File: config.mk
export PLATFORM = sky130hd
export DESIGN_NAME = hack_cpu_ctrl_flat
export DESIGN_NICKNAME = d
export VERILOG_FILES = /design/src/rtl/hack_cpu_ctrl_if.sv /design/src/rtl/hack_cpu_ctrl.sv /design/src/flat_wrapper.sv
export SDC_FILE = /design/constraint.sdc
export NUM_CORES = 1
export LEC_CHECK = 0
export CAP_MARGIN = 20
export CORE_UTILIZATION = 45
export CTS_CLUSTER_DIAMETER = 60
export DETAILED_ROUTE_END_ITERATION = 10
export PLACE_DENSITY = 0.83
export SYNTH_ARGS = -nofsm -noshare
export SYNTH_HDL_FRONTEND = slang
export SYNTH_SLANG_ARGS = --single-unit
File: constraint.sdc
create_clock -name clk -period 4.5 [get_ports clk]
set_input_delay 0.675 -clock clk [delete_from_list [all_inputs] [get_ports clk]]
set_output_delay 0.675 -clock clk [all_outputs]
set_load 0.01 [all_outputs]
File: src/rtl/hack_cpu_ctrl_if.sv
// Bus bundle between the Hack CPU controller and its fetch port, data memory and ALU.
// master = the controller, slave = the surrounding system.
interface hack_cpu_ctrl_if #(
    parameter int PC_W = 15
);
    logic [15:0]     inst;
    logic            inst_vld;
    logic [PC_W-1:0] pc;
    logic [15:0]     in_m;
    logic            in_m_vld;
    logic [15:0]     out_m;
    logic            write_m;
    logic [PC_W-1:0] addr_m;
    logic [15:0]     alu_x;
    logic [15:0]     alu_y;
    logic            zx;
    logic            nx;
    logic            zy;
    logic            ny;
    logic            f;
    logic            no;
    logic [15:0]     alu_out;
    logic            alu_zr;
    logic            alu_ng;

    modport master (
        input  inst, inst_vld, in_m, in_m_vld,
        input  alu_out, alu_zr, alu_ng,
        output pc, out_m, write_m, addr_m,
        output alu_x, alu_y, zx, nx, zy, ny, f, no
    );

    modport slave (
        output inst, inst_vld, in_m, in_m_vld,
        output alu_out, alu_zr, alu_ng,
        input  pc, out_m, write_m, addr_m,
        input  alu_x, alu_y, zx, nx, zy, ny, f, no
    );
endinterface

File: src/rtl/hack_cpu_ctrl.sv
// Hack CPU sequencer: fetch/exec/wait-for-memory FSM around an external
// combinational ALU, holding the A, D, IR and PC registers.
module hack_cpu_ctrl #(
    parameter int PC_W = 15
) (
    input  logic           clk,
    input  logic           rst,
    hack_cpu_ctrl_if.master bus
);
    typedef enum logic [1:0] {
        FETCH = 2'd0,
        EXEC  = 2'd1,
        WAITM = 2'd2
    } state_t;

    state_t          state;
    state_t          state_nxt;
    logic [15:0]     a_q;
    logic [15:0]     d_q;
    logic [15:0]     ir_q;
    logic [PC_W-1:0] pc_q;
    logic [PC_W-1:0] pc_inc;
    logic            in_exec;
    logic            m_rdy;
    logic            commit;
    logic            a_exec;
    logic            jmp;

    assign pc_inc  = pc_q + PC_W'(1);
    assign in_exec = (state == EXEC) || (state == WAITM);
    assign m_rdy   = !ir_q[12] || bus.in_m_vld;
    assign commit  = in_exec && ir_q[15] && m_rdy;
    assign a_exec  = (state == EXEC) && !ir_q[15];
    assign jmp     = (ir_q[2] & bus.alu_ng)
                   | (ir_q[1] & bus.alu_zr)
                   | (ir_q[0] & ~bus.alu_ng & ~bus.alu_zr);

    always_ff @(posedge clk or posedge rst) begin
        if (rst) begin
            state <= FETCH;
        end else begin
            state <= state_nxt;
        end
    end

    always_comb begin
        state_nxt = state;
        unique case (state)
            FETCH: if (bus.inst_vld) state_nxt = EXEC;
            EXEC: begin
                if (!ir_q[15] || m_rdy) state_nxt = FETCH;
                else state_nxt = WAITM;
            end
            WAITM: if (m_rdy) state_nxt = FETCH;
            default: state_nxt = FETCH;
        endcase
    end

    always_comb begin
        bus.pc      = pc_q;
        bus.addr_m  = a_q[PC_W-1:0];
        bus.alu_x   = d_q;
        bus.alu_y   = ir_q[12] ? bus.in_m : a_q;
        bus.zx      = ir_q[11];
        bus.nx      = ir_q[10];
        bus.zy      = ir_q[9];
        bus.ny      = ir_q[8];
        bus.f       = ir_q[7];
        bus.no      = ir_q[6];
        bus.out_m   = bus.alu_out;
        bus.write_m = commit && ir_q[3];
    end

    // Jump target and addr_m both use the A value from before this commit.
    always_ff @(posedge clk or posedge rst) begin
        if (rst) begin
            a_q  <= '0;
            d_q  <= '0;
            ir_q <= '0;
            pc_q <= '0;
        end else begin
            unique case (1'b1)
                (state == FETCH) && bus.inst_vld: begin
                    ir_q <= bus.inst;
                end
                a_exec: begin
                    a_q  <= {1'b0, ir_q[14:0]};
                    pc_q <= pc_inc;
                end
                commit: begin
                    if (ir_q[5]) a_q <= bus.alu_out;
                    if (ir_q[4]) d_q <= bus.alu_out;
                    pc_q <= jmp ? a_q[PC_W-1:0] : pc_inc;
                end
                default: ;
            endcase
        end
    end
endmodule

File: src/flat_wrapper.sv
// flat-port wrapper written by rule: the top's interface ports become plain ports
module hack_cpu_ctrl_flat 
#(
    parameter int PC_W = 15
)
  (clk, rst, bus_inst, bus_inst_vld, bus_in_m, bus_in_m_vld, bus_alu_out, bus_alu_zr, bus_alu_ng, bus_pc, bus_out_m, bus_write_m, bus_addr_m, bus_alu_x, bus_alu_y, bus_zx, bus_nx, bus_zy, bus_ny, bus_f, bus_no);
  hack_cpu_ctrl_if #(.PC_W(PC_W)) bus_i ();
  input  logic clk;
  input  logic rst;
  input wire logic [$bits(bus_i.inst)-1:0] bus_inst;
  input wire logic [$bits(bus_i.inst_vld)-1:0] bus_inst_vld;
  input wire logic [$bits(bus_i.in_m)-1:0] bus_in_m;
  input wire logic [$bits(bus_i.in_m_vld)-1:0] bus_in_m_vld;
  input wire logic [$bits(bus_i.alu_out)-1:0] bus_alu_out;
  input wire logic [$bits(bus_i.alu_zr)-1:0] bus_alu_zr;
  input wire logic [$bits(bus_i.alu_ng)-1:0] bus_alu_ng;
  output wire logic [$bits(bus_i.pc)-1:0] bus_pc;
  output wire logic [$bits(bus_i.out_m)-1:0] bus_out_m;
  output wire logic [$bits(bus_i.write_m)-1:0] bus_write_m;
  output wire logic [$bits(bus_i.addr_m)-1:0] bus_addr_m;
  output wire logic [$bits(bus_i.alu_x)-1:0] bus_alu_x;
  output wire logic [$bits(bus_i.alu_y)-1:0] bus_alu_y;
  output wire logic [$bits(bus_i.zx)-1:0] bus_zx;
  output wire logic [$bits(bus_i.nx)-1:0] bus_nx;
  output wire logic [$bits(bus_i.zy)-1:0] bus_zy;
  output wire logic [$bits(bus_i.ny)-1:0] bus_ny;
  output wire logic [$bits(bus_i.f)-1:0] bus_f;
  output wire logic [$bits(bus_i.no)-1:0] bus_no;
  assign bus_i.inst = bus_inst;
  assign bus_i.inst_vld = bus_inst_vld;
  assign bus_i.in_m = bus_in_m;
  assign bus_i.in_m_vld = bus_in_m_vld;
  assign bus_i.alu_out = bus_alu_out;
  assign bus_i.alu_zr = bus_alu_zr;
  assign bus_i.alu_ng = bus_alu_ng;
  assign bus_pc = bus_i.pc;
  assign bus_out_m = bus_i.out_m;
  assign bus_write_m = bus_i.write_m;
  assign bus_addr_m = bus_i.addr_m;
  assign bus_alu_x = bus_i.alu_x;
  assign bus_alu_y = bus_i.alu_y;
  assign bus_zx = bus_i.zx;
  assign bus_nx = bus_i.nx;
  assign bus_zy = bus_i.zy;
  assign bus_ny = bus_i.ny;
  assign bus_f = bus_i.f;
  assign bus_no = bus_i.no;
  hack_cpu_ctrl #(.PC_W(PC_W)) u_core (.clk(clk), .rst(rst), .bus(bus_i));
endmodule
==> summary.md, run 1 <==
| Metric | Value |
|---|---|
| Status | `finished clean` |
| Cells along the critical path | `nand2b_1 > and3_1 > clkdlybuf4s50_1` |
| Psw | `about 0.0014 W` |
| Setup crit end kind | `output pin` |
| Worst setup SP type | `flop` |
| CP max stage cell | `dfrtp_1` |
| Reg2Reg Capture Point | `u_core.bus.pc[3]` |
| Final setup fails | `0` |
| Initial Utilization | `between 40% and 50%` |
| Clock Power Share | `13.8%` |
| Worst EP required | `around 3.8 ns` |
| Vias in the first global route | `around 2.8k` |
| Worst reg2reg path startpoint | `u_core.ir_q[12]` |
| Root buf cell | `clkbuf_8` |
| Internal power | `between 0.002 and 0.0025 W` |
| Number of synthesis warnings | `0` |
| Top post-synthesis cells by area | `dfrtp_1 (45%), mux2_2 (13%), buf_4 (6.8%), mux2i_1 (5.0%), mux2_4 (5.0%)` |
| DPL Wire Length | `6580 µm` |
| Syn avg cell area | `about 11 µm²` |
| Dpl cells | `~500` |
| Number of placement rows | `32` |
| FMAX | `~330 MHz` |
| Max-cap viol count | `0` |
| Total core area | `between 0.007 and 0.008 mm²` |
| HP Class | `flop to flop` |
| WL final | `between 8000 and 9000 µm` |
| Nets@finish | `between 400 and 500` |
| Synth unique cells | `45` |
| TritonCTS clock tree | `yes` |
| Register area share after synthesis | `44.9%` |
| GP Congestion | `0.794` |
| Post-route insts no fill | `~530` |
| Ant. Diodes | `0` |
| Share of cells above drive strength 1 | `between 10% and 20%` |
| CP Data Arrival Time | `around 2.4 ns` |
| Worst R2R Path Depth | `4` |
| Hold Buf Count CTS | `0` |
| I/O Pins | `roughly 140` |
| PnR worst setup slack | `1.48 ns` |
| Biggest cell delay along the critical path | `0.91 ns` |
| DRT iter0 DRCs | `a little under 200` |
| Mapped Cells | `320` |
| Post-CTS Setup Inserts | `0` |
| Flop2flop setup slack | `about 1.9 ns` |
| Clk slew on worst S/H paths | `0.07 ns` |
| Combinational share of power | `53.6%` |
| Pin count of the biggest net entering global routing | `45` |
| Tmin final | `between 3 and 4 ns` |
| Final Hold Violating Endpoints | `0` |
| Die Area | `roughly 0.0084 mm²` |
| Mapped Area | `between 0.003 and 0.004 mm²` |
| Drt pass-1 iters | `4` |
| Worst slack, placed | `1.62 ns` |
| Die width | `~90 µm` |
| Worst slew margin | `34.6%` |
| Switching share of power | `37.4%` |
| Final Max Tran Viols | `0` |
| Clock Path Buffers | `2` |
| Worst setup path endpoint | `bus_write_m` |
| Number of remaining DRC errors | `0` |
| Setup TNS | `0 ns` |
| Via count | `between 2k and 3k` |
| Worst Setup Path Type | `flop to output pin` |
| Clk_skew | `about 0.0045 ns` |
| First-pass GRT wire length | `14500 µm` |
| Seq pwr share | `32.6%` |
| I/O Buffers | `around 140` |
| Final ANT Viol Nets | `0` |
| Leakage Power | `between 2 and 2.5 nW` |
| Ys async rst share | `between 90% and 100%` |
| Post-synth EDFFs | `0` |
| Post_cts resized | `0` |
| Max IR drop VDD | `0.000302 V` |
| Initial antenna violation count | `0` |
| Total grt overflow | `0` |
| Largest area contributor in the netlist | `dfrtp_1` |
| Post-route cell area | `0.00504 mm²` |
| Overall Global Routing Usage | `between 20 and 25%` |
| Cell Area, Placed | `about 0.0048 mm²` |
| Number of synthesized register bits | `65` |
| CTS Buf Count | `9` |
| Worst slew pin tran | `0.981 ns` |
| H-tree depth | `3` |
| Peak fanout along the critical path | `20` |
| Commonest cells in the synthesized netlist | `dfrtp_1 (65), mux2_2 (41), buf_4 (33)` |
| Worst skew pair latency | `0.34 ns` |
| DR vias/cell | `between 5 and 6` |
| Die Y | `between 90 and 100 µm` |
| Setup repair after global routing missed its margin | `false` |
| Synth top area share | `between 40 and 50%` |
| Syn Nets | `roughly 380` |
| Critical path origin | `u_core.ir_q[12]` |
| Detailed-route wire length per cell | `16.8 µm` |
| CTS sink count | `65` |
| Tot Pwr | `roughly 0.0037 W` |
| Top-count cell post-synth | `dfrtp_1` |
| Commonest register cell after synthesis | `dfrtp_1` |
| P&R area growth vs syn | `39.0%` |
| Period utilization | `67.2%` |
| Power per Cell Area | `between 700 and 800 mW/mm²` |
## registers in the layout (all words and copies together), names as in the netlist
register	cells
u_core.a_q	16
u_core.bus.alu_x	16
u_core.ir_q	16
u_core.bus.pc	15
u_core.state	2
## power by group through the flow
stage	clock network [W]	registers, W	logic, W
global route	0.000545	0.00126	0.00215
global placement	0	0.00120	0.00193
floorplan	0	0.00118	0.00120
finish	0.000512	0.00121	0.00199
detailed placement	0	0.00121	0.00198
CTS	0.000520	0.00121	0.00200
## final cells by class
| type | instances | area, µm² |
|---|---|---|
| Fill cell | 628 | 2730 |
| Inverter | 7 | 26.3 |
| Clock buffer | 14 | 173 |
| Timing Repair Buffer | 142 | 1420 |
| Multi-Input combinational cell | 200 | 1630 |
| Tap cell | 102 | 128 |
| Clock inverter | 2 | 35.0 |
| Sequential cell | 65 | 1630 |
## cells by family after synthesis
family	count (synthesis)	share of synthesized area [%]
flops	65	44.9
buf+inv	55	10.2
mux	73	23.3
fa+ha+maj	5	1.73
compound gates	51	8.94
simple gates	71	10.9
## worst min path at each step
stage	startpoint	endpoint	slack, ns	depth (start not counted)
floorplan	u_core.a_q[15]	u_core.a_q[15]	0.46	1
global placement	u_core.ir_q[13]	u_core.ir_q[13]	0.49	1
detailed placement	u_core.bus.alu_x[3]	u_core.bus.alu_x[3]	0.49	1
CTS	u_core.bus.alu_x[14]	u_core.bus.alu_x[14]	0.51	1
global route	u_core.bus.alu_x[14]	u_core.bus.alu_x[14]	0.52	1
finish	u_core.bus.alu_x[14]	u_core.bus.alu_x[14]	0.51	1
## critical path, delay by kind of cell (launching register included)
kind	cells	cell delay, ns
buffers and inverters	1	0.48
and+or+nand+nor	2	0.62
DFF	1	0.91
## routing by layer
layer / wire length (µm) / global-route usage (%) / share of wire [%]
met1: 3780 / 28.6 / 42
met2: 4400 / 36.8 / 49
met3: 654 / 5.14 / 7.3
met4: 119 / 8.85 / 1.3
met5: 0 / 0 / 0
## cells in the final DEF, fill, tap and decap left out, types with 2 or more instances in the layout
master,synthesis,layout
a21oi_1,11,11
clkbuf_8,0,12
nand2b_1,2,2
nand3_1,9,9
buf_4,33,3
and3_1,6,6
a2bb2oi_1,3,3
nor2_1,6,6
mux2i_1,18,18
a31oi_1,4,3
clkbuf_1,4,2
o21ai_0,19,19
ha_1,5,5
o22a_1,5,5
or3_1,5,5
inv_1,7,6
dfrtp_1,65,65
nand4_1,7,7
and4_1,2,2
clkdlybuf4s50_1,0,138
nand2_1,23,23
mux2_4,12,12
mux2_1,2,2
mux2_2,41,41
## through the flow
step	hold slack, ns	util [%]
after floorplan	0.462	-
after global placement	0.488	62.0
after detailed placement	0.493	62.0
after CTS	0.508	64.7
after global routing	0.522	64.9
final	0.506	64.9
No activity file was read; power rests on OpenSTA's default activity.
==> run 2, diff against run 1 <==
--- a/config.mk
+++ b/config.mk
@@ -6,10 +6,10 @@
 export NUM_CORES = 1
 export LEC_CHECK = 0
 export CAP_MARGIN = 20
-export CORE_UTILIZATION = 45
+export CORE_UTILIZATION = 40
 export CTS_CLUSTER_DIAMETER = 60
 export DETAILED_ROUTE_END_ITERATION = 10
-export PLACE_DENSITY = 0.83
+export PLACE_DENSITY = 0.78
 export SYNTH_ARGS = -nofsm -noshare
 export SYNTH_HDL_FRONTEND = slang
 export SYNTH_SLANG_ARGS = --single-unit
==> constraint.sdc (replaced) <==
create_clock -name clk -period 2.4 [get_ports clk]
set_input_delay 0.36 -clock clk [delete_from_list [all_inputs] [get_ports clk]]
set_output_delay 0.36 -clock clk [all_outputs]
set_load 0.01 [all_outputs]
==> run 2 against run 1 <==
Net effect: combinational power up 95%; sequential power increased by 86%; clock power rose by 95%; clock skew increased by 0.0031 ns; non-clock buffer count rose by 7; utilization down 6.2 points; critical path depth did not move; critical path type unchanged; highest routed layer unchanged.
==> summary.md, run 2 (synthesized netlist as in run 1, its figures left out) <==
| Metric | Value |
|---|---|
| Setup crit end kind | `output pin` |
| Final Hold Violating Endpoints | `0` |
| HP Class | `input port to asynchronous set/reset pin` |
| Initial antenna violation count | `0` |
| Die Area | `approximately 0.0094 mm²` |
| Fillers | `between 700 and 800` |
| Reg2Reg Capture Point | `u_core.bus.pc[7]` |
| Clock Power Share | `around 14%` |
| Top layer in use | `met4` |
| First-pass GRT wire length | `~15000 µm` |
| PnR worst setup slack | `between 0.15 and 0.2 ns` |
| Final Max Tran Viols | `0` |
| Power per Cell Area | `1390 mW/mm²` |
| Worst skew pair latency | `~0.33 ns` |
| Cell Area, Placed | `between 0.004 and 0.005 mm²` |
| Critical path origin | `u_core.ir_q[12]` |
| Clk_skew | `0.00759 ns` |
| DR WL met2 | `around 4400 µm` |
| Clock Path Buffers | `2` |
| Flop2flop setup slack | `between 0.4 and 0.5 ns` |
| Worst R2R Path Depth | `7` |
| Worst slack, placed | `between 0.15 and 0.2 ns` |
| CTS sink count | `65` |
| Max IR drop VDD | `0.000688 V` |
| Initial Utilization | `41.3%` |
| Commonest cells after routing, fill and taps aside | `clkdlybuf4s50_1 (137), dfrtp_1 (64), mux2_2 (41)` |
| Worst EP required | `roughly 2 ns` |
| Tot Pwr | `a little over 0.007 W` |
| Nets@finish | `491` |
| Worst setup path endpoint | `bus_alu_y[4]` |
| Multi-input gate area | `around 0.0016 mm²` |
| Worst setup SP type | `flop` |
| Combinational share of power | `around 54%` |
| Leakage Power | `~2.2 nW` |
| Detailed-route wire length per cell | `about 17 µm` |
| Vias in the first global route | `between 2k and 3k` |
| Total grt overflow | `0` |
| Psw | `between 0.002 and 0.003 W` |
| Worst slew pin tran | `0.493 ns` |
| Tmin final | `2.24 ns` |
| Post-route cell area | `0.00514 mm²` |
| FF+latch area | `between 0.0015 and 0.002 mm²` |
| Pin count of the biggest net entering global routing | `31` |
| Commonest non-fill, non-tap cell in the layout | `clkdlybuf4s50_1` |
| TritonCTS clock tree | `yes` |
| WL met3 | `613 µm` |
| Clk slew on worst S/H paths | `approximately 0.070 ns` |
| Worst reg2reg path startpoint | `u_core.state[1]` |
| H-tree depth | `3` |
| Drt pass-1 iters | `4` |
| Die Y | `97.2 µm` |
| CTS Buf Count | `9` |
| Final ANT Viol Nets | `0` |
| GP Congestion | `~0.80` |
| Via count | `approximately 2.9k` |
| Worst slew margin | `approximately two thirds` |
| DR vias/cell | `5.28` |
| Setup repair after global routing missed its margin | `false` |
| DRT iter0 DRCs | `between 150 and 200` |
| Seq pwr share | `a little under a third` |
| DPL Wire Length | `6820 µm` |
| M1 WL | `approximately 3900 µm` |
| Share of cells above drive strength 1 | `20.4%` |
| FMAX | `around 450 MHz` |
| Overall Global Routing Usage | `between 10% and 20%` |
| Internal power | `about 0.0045 W` |
| Peak fanout along the critical path | `11` |
| WL final | `a little over 9000 µm` |
| I/O Buffers | `between 100 and 150` |
| Number of placement rows | `34` |
| CP Data Arrival Time | `approximately 1.9 ns` |
| Number of remaining DRC errors | `0` |
| I/O Pins | `between 100 and 150` |
| Root buf cell | `clkbuf_8` |
| Ant. Diodes | `0` |
| Max-cap viol count | `0` |
| P&R area growth vs syn | `41.8%` |
| Total core area | `about 0.009 mm²` |
| Switching share of power | `roughly 37%` |
| Die width | `roughly 97 µm` |
| Setup TNS | `0 ns` |
| Period utilization | `between 90% and 100%` |
| Final hold slack | `between 0.3 and 0.4 ns` |
| Status | `finished clean` |
| Final setup fails | `0` |
| Worst Setup Path Type | `flop to output pin` |
run 2: worst max-delay path, cell delays in order (launching register included):
cell and delay (ns):
dfrtp_2 0.53, buf_12 0.18, mux2_2 0.34, clkdlybuf4s50_1 0.49
run 2: timing repair:
item,4_1_cts,5_1_grt
hold buffers,0,0
gates resized for setup,1,1
setup endpoints to repair,1,1
setup buffers,0,1
run 2: worst min path at each step:
| stage | to | slack, ns |
|---|---|---|
| 6_report | u_core.bus.alu_x[15] | 0.38 |
| 4_1_cts | u_core.bus.alu_x[15] | 0.38 |
| 3_3_place_gp | u_core.a_q[15] | 0.48 |
| 5_1_grt | u_core.bus.alu_x[4] | 0.41 |
| 3_5_place_dp | u_core.a_q[15] | 0.49 |
| 2_1_floorplan | u_core.a_q[15] | 0.46 |
run 2: per-stage QoR:
| stage | instances | util (%) |
|---|---|---|
| 6_report | 545 | 58.6 |
| 5_1_grt | 545 | 58.6 |
| 4_1_cts | 544 | 58.5 |
| 3_5_place_dp | 528 | 56.1 |
| 3_3_place_gp | 528 | 56.1 |
| 2_1_floorplan | 320 | - |
run 2: power by group through the flow:
stage	sequential [W]	clock, W	combinational [W]
global placement	0.00224	0	0.00379
detailed placement	0.00226	0	0.00388
floorplan	0.00221	0	0.00226
finish	0.00225	0.000999	0.00389
global route	0.00234	0.00106	0.00419
CTS	0.00225	0.00102	0.00392
run 2: per-layer routing:
layer  vias to the layer above  track usage [%]
met1                      1411             25.3
met5                         -                0
met3                        13             5.11
met4                         0             7.00
li1                       1344                -
met2                       112             31.0
run 2: layout make-up:
class / count / area share [%]
clock buffers: 10 / 2.48
clock inverters: 6 / 1.61
inverters: 7 / 0.511
multi-input cells: 200 / 31.8
flip-flops and latches: 65 / 31.7
well taps: 108 / 2.63
repair buffers: 149 / 29.3
==> run 3, diff against run 2 <==
--- a/config.mk
+++ b/config.mk
@@ -5,11 +5,13 @@
 export SDC_FILE = /design/constraint.sdc
 export NUM_CORES = 1
 export LEC_CHECK = 0
+export ABC_AREA = 1
 export CAP_MARGIN = 20
-export CORE_UTILIZATION = 40
+export CORE_UTILIZATION = 45
 export CTS_CLUSTER_DIAMETER = 60
 export DETAILED_ROUTE_END_ITERATION = 10
-export PLACE_DENSITY = 0.78
+export MAX_ROUTING_LAYER = met4
+export PLACE_DENSITY = 0.82
 export SYNTH_ARGS = -nofsm -noshare
 export SYNTH_HDL_FRONTEND = slang
 export SYNTH_SLANG_ARGS = --single-unit
==> constraint.sdc (replaced) <==
create_clock -name clk -period 2.3 [get_ports clk]
set_input_delay 0.345 -clock clk [delete_from_list [all_inputs] [get_ports clk]]
set_output_delay 0.345 -clock clk [all_outputs]
set_load 0.01 [all_outputs]
==> run 3 against run 2 <==
Net effect: worst setup slack gained 0.0020 ns; clock-buffer cell count grew 2; clock skew grew 0.0049 ns; critical path depth grew 4; routed wire length grew 14%; register-to-register slack lost 0.31 ns; clock power grew 5%; utilization grew 7.6 points; critical path type unchanged; largest power group unchanged.
==> summary.md, run 3 <==
| Metric | Value |
|---|---|
| Worst skew pair latency | `roughly 0.35 ns` |
| Clk slew on worst S/H paths | `~0.07 ns` |
| CTS Buf Count | `9` |
| Synth unique cells | `26` |
| Mapped Area | `0.00368 mm²` |
| Post-CTS Setup Inserts | `0` |
| Ant. Diodes | `0` |
| Worst reg2reg path startpoint | `u_core.state[1]` |
| Nets@finish | `~630` |
| Detailed-route wire length per cell | `about 15 µm` |
| Total core area | `0.00781 mm²` |
| Synth top area share | `44.2%` |
| Drt pass-1 iters | `5` |
| Leakage Power | `around 2.4 nW` |
| Power per Cell Area | `1430 mW/mm²` |
| Post-route insts no fill | `just under 700` |
| CP Data Arrival Time | `1.79 ns` |
| FMAX | `roughly 470 MHz` |
| XOR/XNOR share of the synthesized area | `less than 1%` |
| Period utilization | `92.9%` |
| Share of cells above drive strength 1 | `approximately 8%` |
| Final ANT Viol Nets | `0` |
| Post-synthesis mux area share | `3.98%` |
| Worst Setup Path Type | `flop to output pin` |
| Total grt overflow | `0` |
| Commonest cells in the synthesized netlist | `nand2_1 (126), dfrtp_1 (65), inv_1 (55)` |
| CTS sink count | `65` |
| Max IR drop VDD | `about 0.00080 V` |
| Top-count cell post-synth | `nand2_1` |
| Critical path origin | `u_core.state[1]` |
| Multi-input gate area | `about 0.0015 mm²` |
| Largest family of logic cells by synthesized area | `simple AND/OR/NAND/NOR gates` |
| Setup repair after global routing missed its margin | `false` |
| DRT iter0 DRCs | `about 260` |
| I/O Pins | `between 100 and 150` |
| Vias in the first global route | `between 3k and 4k` |
| Largest area contributor in the netlist | `dfrtp_1` |
| Peak fanout along the critical path | `4` |
| Die Y | `roughly 90 µm` |
| Number of synthesis warnings | `0` |
| TritonCTS clock tree | `yes` |
| Final hold slack | `~0.34 ns` |
| Die width | `about 92 µm` |
| Max-cap viol count | `0` |
| Pin count of the biggest net entering global routing | `31` |
| Final Max Tran Viols | `0` |
| WL final | `about 10000 µm` |
| H-tree depth | `3` |
| Number of remaining DRC errors | `0` |
| HP Class | `input port to asynchronous set/reset pin` |
| Via count | `between 3k and 4k` |
| Initial Utilization | `a little under half` |
| Commonest non-fill, non-tap cell in the layout | `clkdlybuf4s50_1` |
| Die Area | `0.00854 mm²` |
| Flop2flop setup slack | `approximately 0.18 ns` |
| Status | `finished clean` |
| Mapped Cells | `around 470` |
| Final setup fails | `0` |
| Tmin final | `between 2 and 2.5 ns` |
| Setup TNS | `0 ns` |
| Overall Global Routing Usage | `between 20% and 30%` |
| Ys async rst share | `between 90% and 100%` |
| Number of synthesized register bits | `between 60 and 70` |
| Initial antenna violation count | `0` |
| GP Congestion | `approximately 0.9` |
| Commonest cells after routing, fill and taps aside | `clkdlybuf4s50_1 (137), nand2_1 (126), dfrtp_1 (65)` |
| DR vias/cell | `between 5 and 6` |
| FF+latch area | `~0.0016 mm²` |
| Worst setup SP type | `flop` |
| Worst slew margin | `a little over half` |
| First-pass GRT wire length | `16800 µm` |
| CP max stage cell | `dfrtp_1` |
| Dpl cells | `about 670` |
| Compound-Gate Fraction of Synth Area | `approximately 11%` |
| Commonest register cell after synthesis | `dfrtp_1` |
| Final Hold Violating Endpoints | `0` |
| P&R area growth vs syn | `40.5%` |
| Clk_skew | `0.0124 ns` |
| I/O Buffers | `around 140` |
| Cell Area, Placed | `between 0.004 and 0.005 mm²` |
| Top post-synthesis cells by area | `dfrtp_1 (44%), nand2_1 (13%), buf_4 (7.3%), inv_1 (5.6%), nand3_1 (5.4%)` |
| Syn Nets | `around 530` |
| Cells along the critical path | `inv_1 > ha_1 > nand2_2 > nor2_8 > inv_4 > nor2_1 > dlygate4sd2_1` |
| Adder-Cell Fraction of Synth Area | `1.70%` |
| Worst slew pin tran | `between 0.7 and 0.8 ns` |
| Worst EP required | `roughly 2 ns` |
| Setup crit end kind | `output pin` |
| Register area share after synthesis | `roughly 44%` |
| Post-route cell area | `0.00517 mm²` |
| Clock Path Buffers | `2` |
| Root buf cell | `clkbuf_8` |
| Biggest cell delay along the critical path | `0.38 ns` |
| Fillers | `roughly 640` |
| Post-synth EDFFs | `0` |
| Simple-gate area share of the yosys netlist | `around a quarter` |
| Number of placement rows | `32` |
| Syn avg cell area | `roughly 8 µm²` |
| DPL Wire Length | `roughly 8000 µm` |
run 3: changes by cell type after synthesis, sizes merged, moves of 16 or more:
| cell | before | now |
|---|---|---|
| nand3 | 9 | 40 |
| inv | 7 | 58 |
| nor2 | 7 | 23 |
| mux2 | 55 | 13 |
| mux2i | 18 | 0 |
| nand2 | 24 | 129 |
| o21ai | 20 | 53 |
run 3: critical path: cells and delay by family, from the launching register on:
kind          cells  cell delay (ns)
fa+ha+maj         1             0.31
buf+inv           3             0.42
simple gates      3             0.33
flops             1             0.38
run 3: power breakdown:
part	switching (W)	total, W	internal [W]
logic	0.00222	0.00415	0.00193
clock network	0.000460	0.00105	0.000587
registers	0.000474	0.00218	0.00171
run 3: cell families after synthesis:
kind of cell | Yosys count
flops | 65
simple gates | 200
xor+xnor | 3
mux | 13
compound gates | 73
buf+inv | 107
fa+ha+maj | 5
run 3: area by class of cell:
| class | instances | share of cell area (%) |
|---|---|---|
| Clock buffer | 12 | 3.20 |
| Clock inverter | 4 | 0.968 |
| Inverter | 58 | 4.26 |
| Multi-Input combinational cell | 294 | 29.1 |
| Sequential cell | 65 | 31.5 |
| Tap cell | 102 | 2.47 |
| Timing Repair Buffer | 147 | 28.6 |
run 3: per-stage QoR:
| stage | total power [W] | utilization, % | setup slack (ns) |
|---|---|---|---|
| 2_1_floorplan | 0.00463 | - | 0.329 |
| 3_3_place_gp | 0.00616 | 63.4 | 0.238 |
| 3_5_place_dp | 0.00631 | 63.4 | 0.198 |
| 4_1_cts | 0.00737 | 66.2 | 0.120 |
| 5_1_grt | 0.00793 | 66.2 | 0.0359 |
| 6_report | 0.00738 | 66.2 | 0.163 |
run 3: path summary, 6_finish.rpt:
check	to	cells past startpoint
max	bus_write_m	7
min	u_core.bus.pc[1]	2
max reg2reg	u_core.bus.pc[2]	10
min reg2reg	u_core.bus.alu_x[5]	2
max in group asynchronous	u_core.bus.alu_x[0]	3
min in group clk	u_core.bus.alu_x[5]	2
run 3: per-layer routing:
metal,part of all wire [%],GRT usage [%]
met1,39,30.9
met2,51,43.3
met3,6.6,4.35
met4,3.2,14.2
met5,0,-
run 3: timing repair:
item / CTS / global route
endpoints found under the setup margin: 1 / 1
hold buffers: 0 / 0
gates resized for setup: 1 / 1
==> RTL edit: new RTL, settings of run 3 <==
`PC_W` is set to 15 in 3 places; all go to 11.
--- a/src/rtl/hack_cpu_ctrl_if.sv
+++ b/src/rtl/hack_cpu_ctrl_if.sv
@@ -2,5 +2,5 @@
 // master = the controller, slave = the surrounding system.
 interface hack_cpu_ctrl_if #(
-    parameter int PC_W = 15
+    parameter int PC_W = 11
 );
     logic [15:0]     inst;
--- a/src/rtl/hack_cpu_ctrl.sv
+++ b/src/rtl/hack_cpu_ctrl.sv
@@ -2,5 +2,5 @@
 // combinational ALU, holding the A, D, IR and PC registers.
 module hack_cpu_ctrl #(
-    parameter int PC_W = 15
+    parameter int PC_W = 11
 ) (
     input  logic           clk,
--- a/src/flat_wrapper.sv
+++ b/src/flat_wrapper.sv
@@ -2,5 +2,5 @@
 module hack_cpu_ctrl_flat 
 #(
-    parameter int PC_W = 15
+    parameter int PC_W = 11
 )
   (clk, rst, bus_inst, bus_inst_vld, bus_in_m, bus_in_m_vld, bus_alu_out, bus_alu_zr, bus_alu_ng, bus_pc, bus_out_m, bus_write_m, bus_addr_m, bus_alu_x, bus_alu_y, bus_zx, bus_nx, bus_zy, bus_ny, bus_f, bus_no);
Interface: changed (resized bus_addr_m and bus_pc); port bits go from 139 to 131. The function was not compared with the original's and may differ.
==> RTL edit against run 3 <==
Global-route usage decreased by 3.3 points. Area after synthesis shrank 4.2%. Maximum frequency increased by 0.69%. Setup slack gained 15 ps. Final area fell by 6.0%. Clock skew is essentially flat. Routed wire length decreased by 14%. Total power is 6.2% lower. Sequential cell count shrank 4. Register-to-register slack better by 160 ps. Count of clock-buffer cells in the layout is 1 lower.
==> RTL edit: results (changes against run 3) <==
Global route
  • GR Util met2: 0.355 (-0.0779)
  • Largest net degree at the start of global routing: 62 (+100%)
  • Global-route wire length before repair: 14300 um (-15%)
  • Number of global-route vias before repair: 2947 (-15%)
  • Met3 Usage GRT: 0.0421 (-0.00143)
  • Grt met1 use: 0.302 (-0.00640)
  • Tot GR Track Use: 0.230 (-0.0326)

Setup path
  • R2R Setup Slk: 340 ps (+160 ps)
  • Max incr delay on CP: 570 ps (+190 ps)
  • Slowest cell on the critical path: clkdlybuf4s50_1
  • Critical path fanouts, max: 33 (+29)
  • Worst r2r dst: u_core.a_q[1]
  • Crit path from: u_core.ir_q[12]
  • WP data arrival: between 1500 and 2000 ps

Route
  • Drt first pass iters: 4 (-1)
  • Initial DRC Count: 212 (-18%)
  • Total length of routed wires: 8890 um (-14%)

Power
  • Leak: 2.31 nW (-3.2%)
  • Peak VDD IR: 0.000708 V (-12%)

Place
  • Detail Placement HPWL: 6660 um (-15%)
  • Port Buffer Count: 130 (-5.8%)
  • Placed insts: 620 (-6.9%)
  • Gpl congestion: 0.828 (-6.8%)
  • DP Worst Slack: 276 ps (+77.4 ps)
  • DP Area: 0.00466 mm^2 (-5.8%)

Synth
  • Commonest cells post-synth: nand2_1, dfrtp_1, inv_1
  • Synth top area cells: dfrtp_1, nand2_1, buf_4, inv_1, o21ai_1
  • Yosys cell types: 25 (-3.8%)
  • Gate count after technology mapping: 432 (-7.3%)
  • Sequential cell area fraction in the yosys report: 0.433 (-0.00894)
  • Synth warn: 0 (unchanged)
  • Syn_nets: 491 (-6.5%)

Layout
  • Fin cells: 635 (-6.9%)
  • # fillers: 599 (-6.7%)
  • Nets@finish: 591 (-6.8%)

STA
  • Min Hold Slack: 384 ps (+46.6 ps)
  • Worst clock skew: 12.6 ps (+0.168 ps)

CTS
  • Clk_lat worst skew: 340 ps

Status
  • Status: finished, final reports clean
[RTL edit: changes by cell type in the layout (fill, tap and decap cells not counted), moves of 11 or more]
cell,before,now
o211ai_1,14,0
o21ai_2,0,15
nand3_1,40,29
nand2_2,1,18
o21ai_0,34,19
o21ai_1,19,30
nand2_1,126,110
[RTL edit: layout make-up]
class	instances	area (um^2)	share of cell area
Clock buffer	11	151	0.0312
Multi-Input combinational cell	267	1430	0.295
Timing Repair Buffer	134	1360	0.279
Clock inverter	4	47.5	0.00978
Sequential cell	61	1530	0.314
Tap cell	99	124	0.0255
Inverter	59	224	0.0461
[RTL edit: cell families after synthesis]
group | after synthesis | synth area share
mux | 13 | 0.0415
flops | 61 | 0.433
buf+inv | 104 | 0.161
xor+xnor | 1 | 0.00249
simple gates | 177 | 0.223
fa+ha+maj | 5 | 0.0178
compound gates | 71 | 0.122
[RTL edit: power breakdown]
part	leakage, nW	internal (mW)	switching [mW]
Clock	0.101	0.550	0.418
Combinational	1.46	1.80	2.15
Sequential	0.748	1.60	0.409
Total	2.31	3.95	2.97
[RTL edit: how the worst max path moves through the flow]
stage / to / slack, ps / depth (start not counted)
floorplan: u_core.a_q[0] / 440 / 1
global route: bus_alu_y[4] / 70 / 3
finish: bus_alu_y[4] / 180 / 3
detailed placement: bus_write_m / 280 / 6
global placement: bus_write_m / 250 / 6
CTS: bus_alu_y[4] / 110 / 3
[RTL edit: per-layer routing]
metal,vias to the layer above,wire (um)
li1,1525,-
met1,1467,3970
met2,128,4220
met3,18,492
met4,0,212
met5,-,0
[RTL edit: critical path: cells and delay by family (launching register included)]
| kind | cells | cell delay, ps |
|---|---|---|
| compound gates | 1 | 210 |
| buf+inv | 2 | 770 |
| flops | 1 | 460 |
[RTL edit: repair_timing]
item                                    CTS  global route
endpoints found under the setup margin    1             0
gates resized for setup                   1             0
setup buffers                             0             0
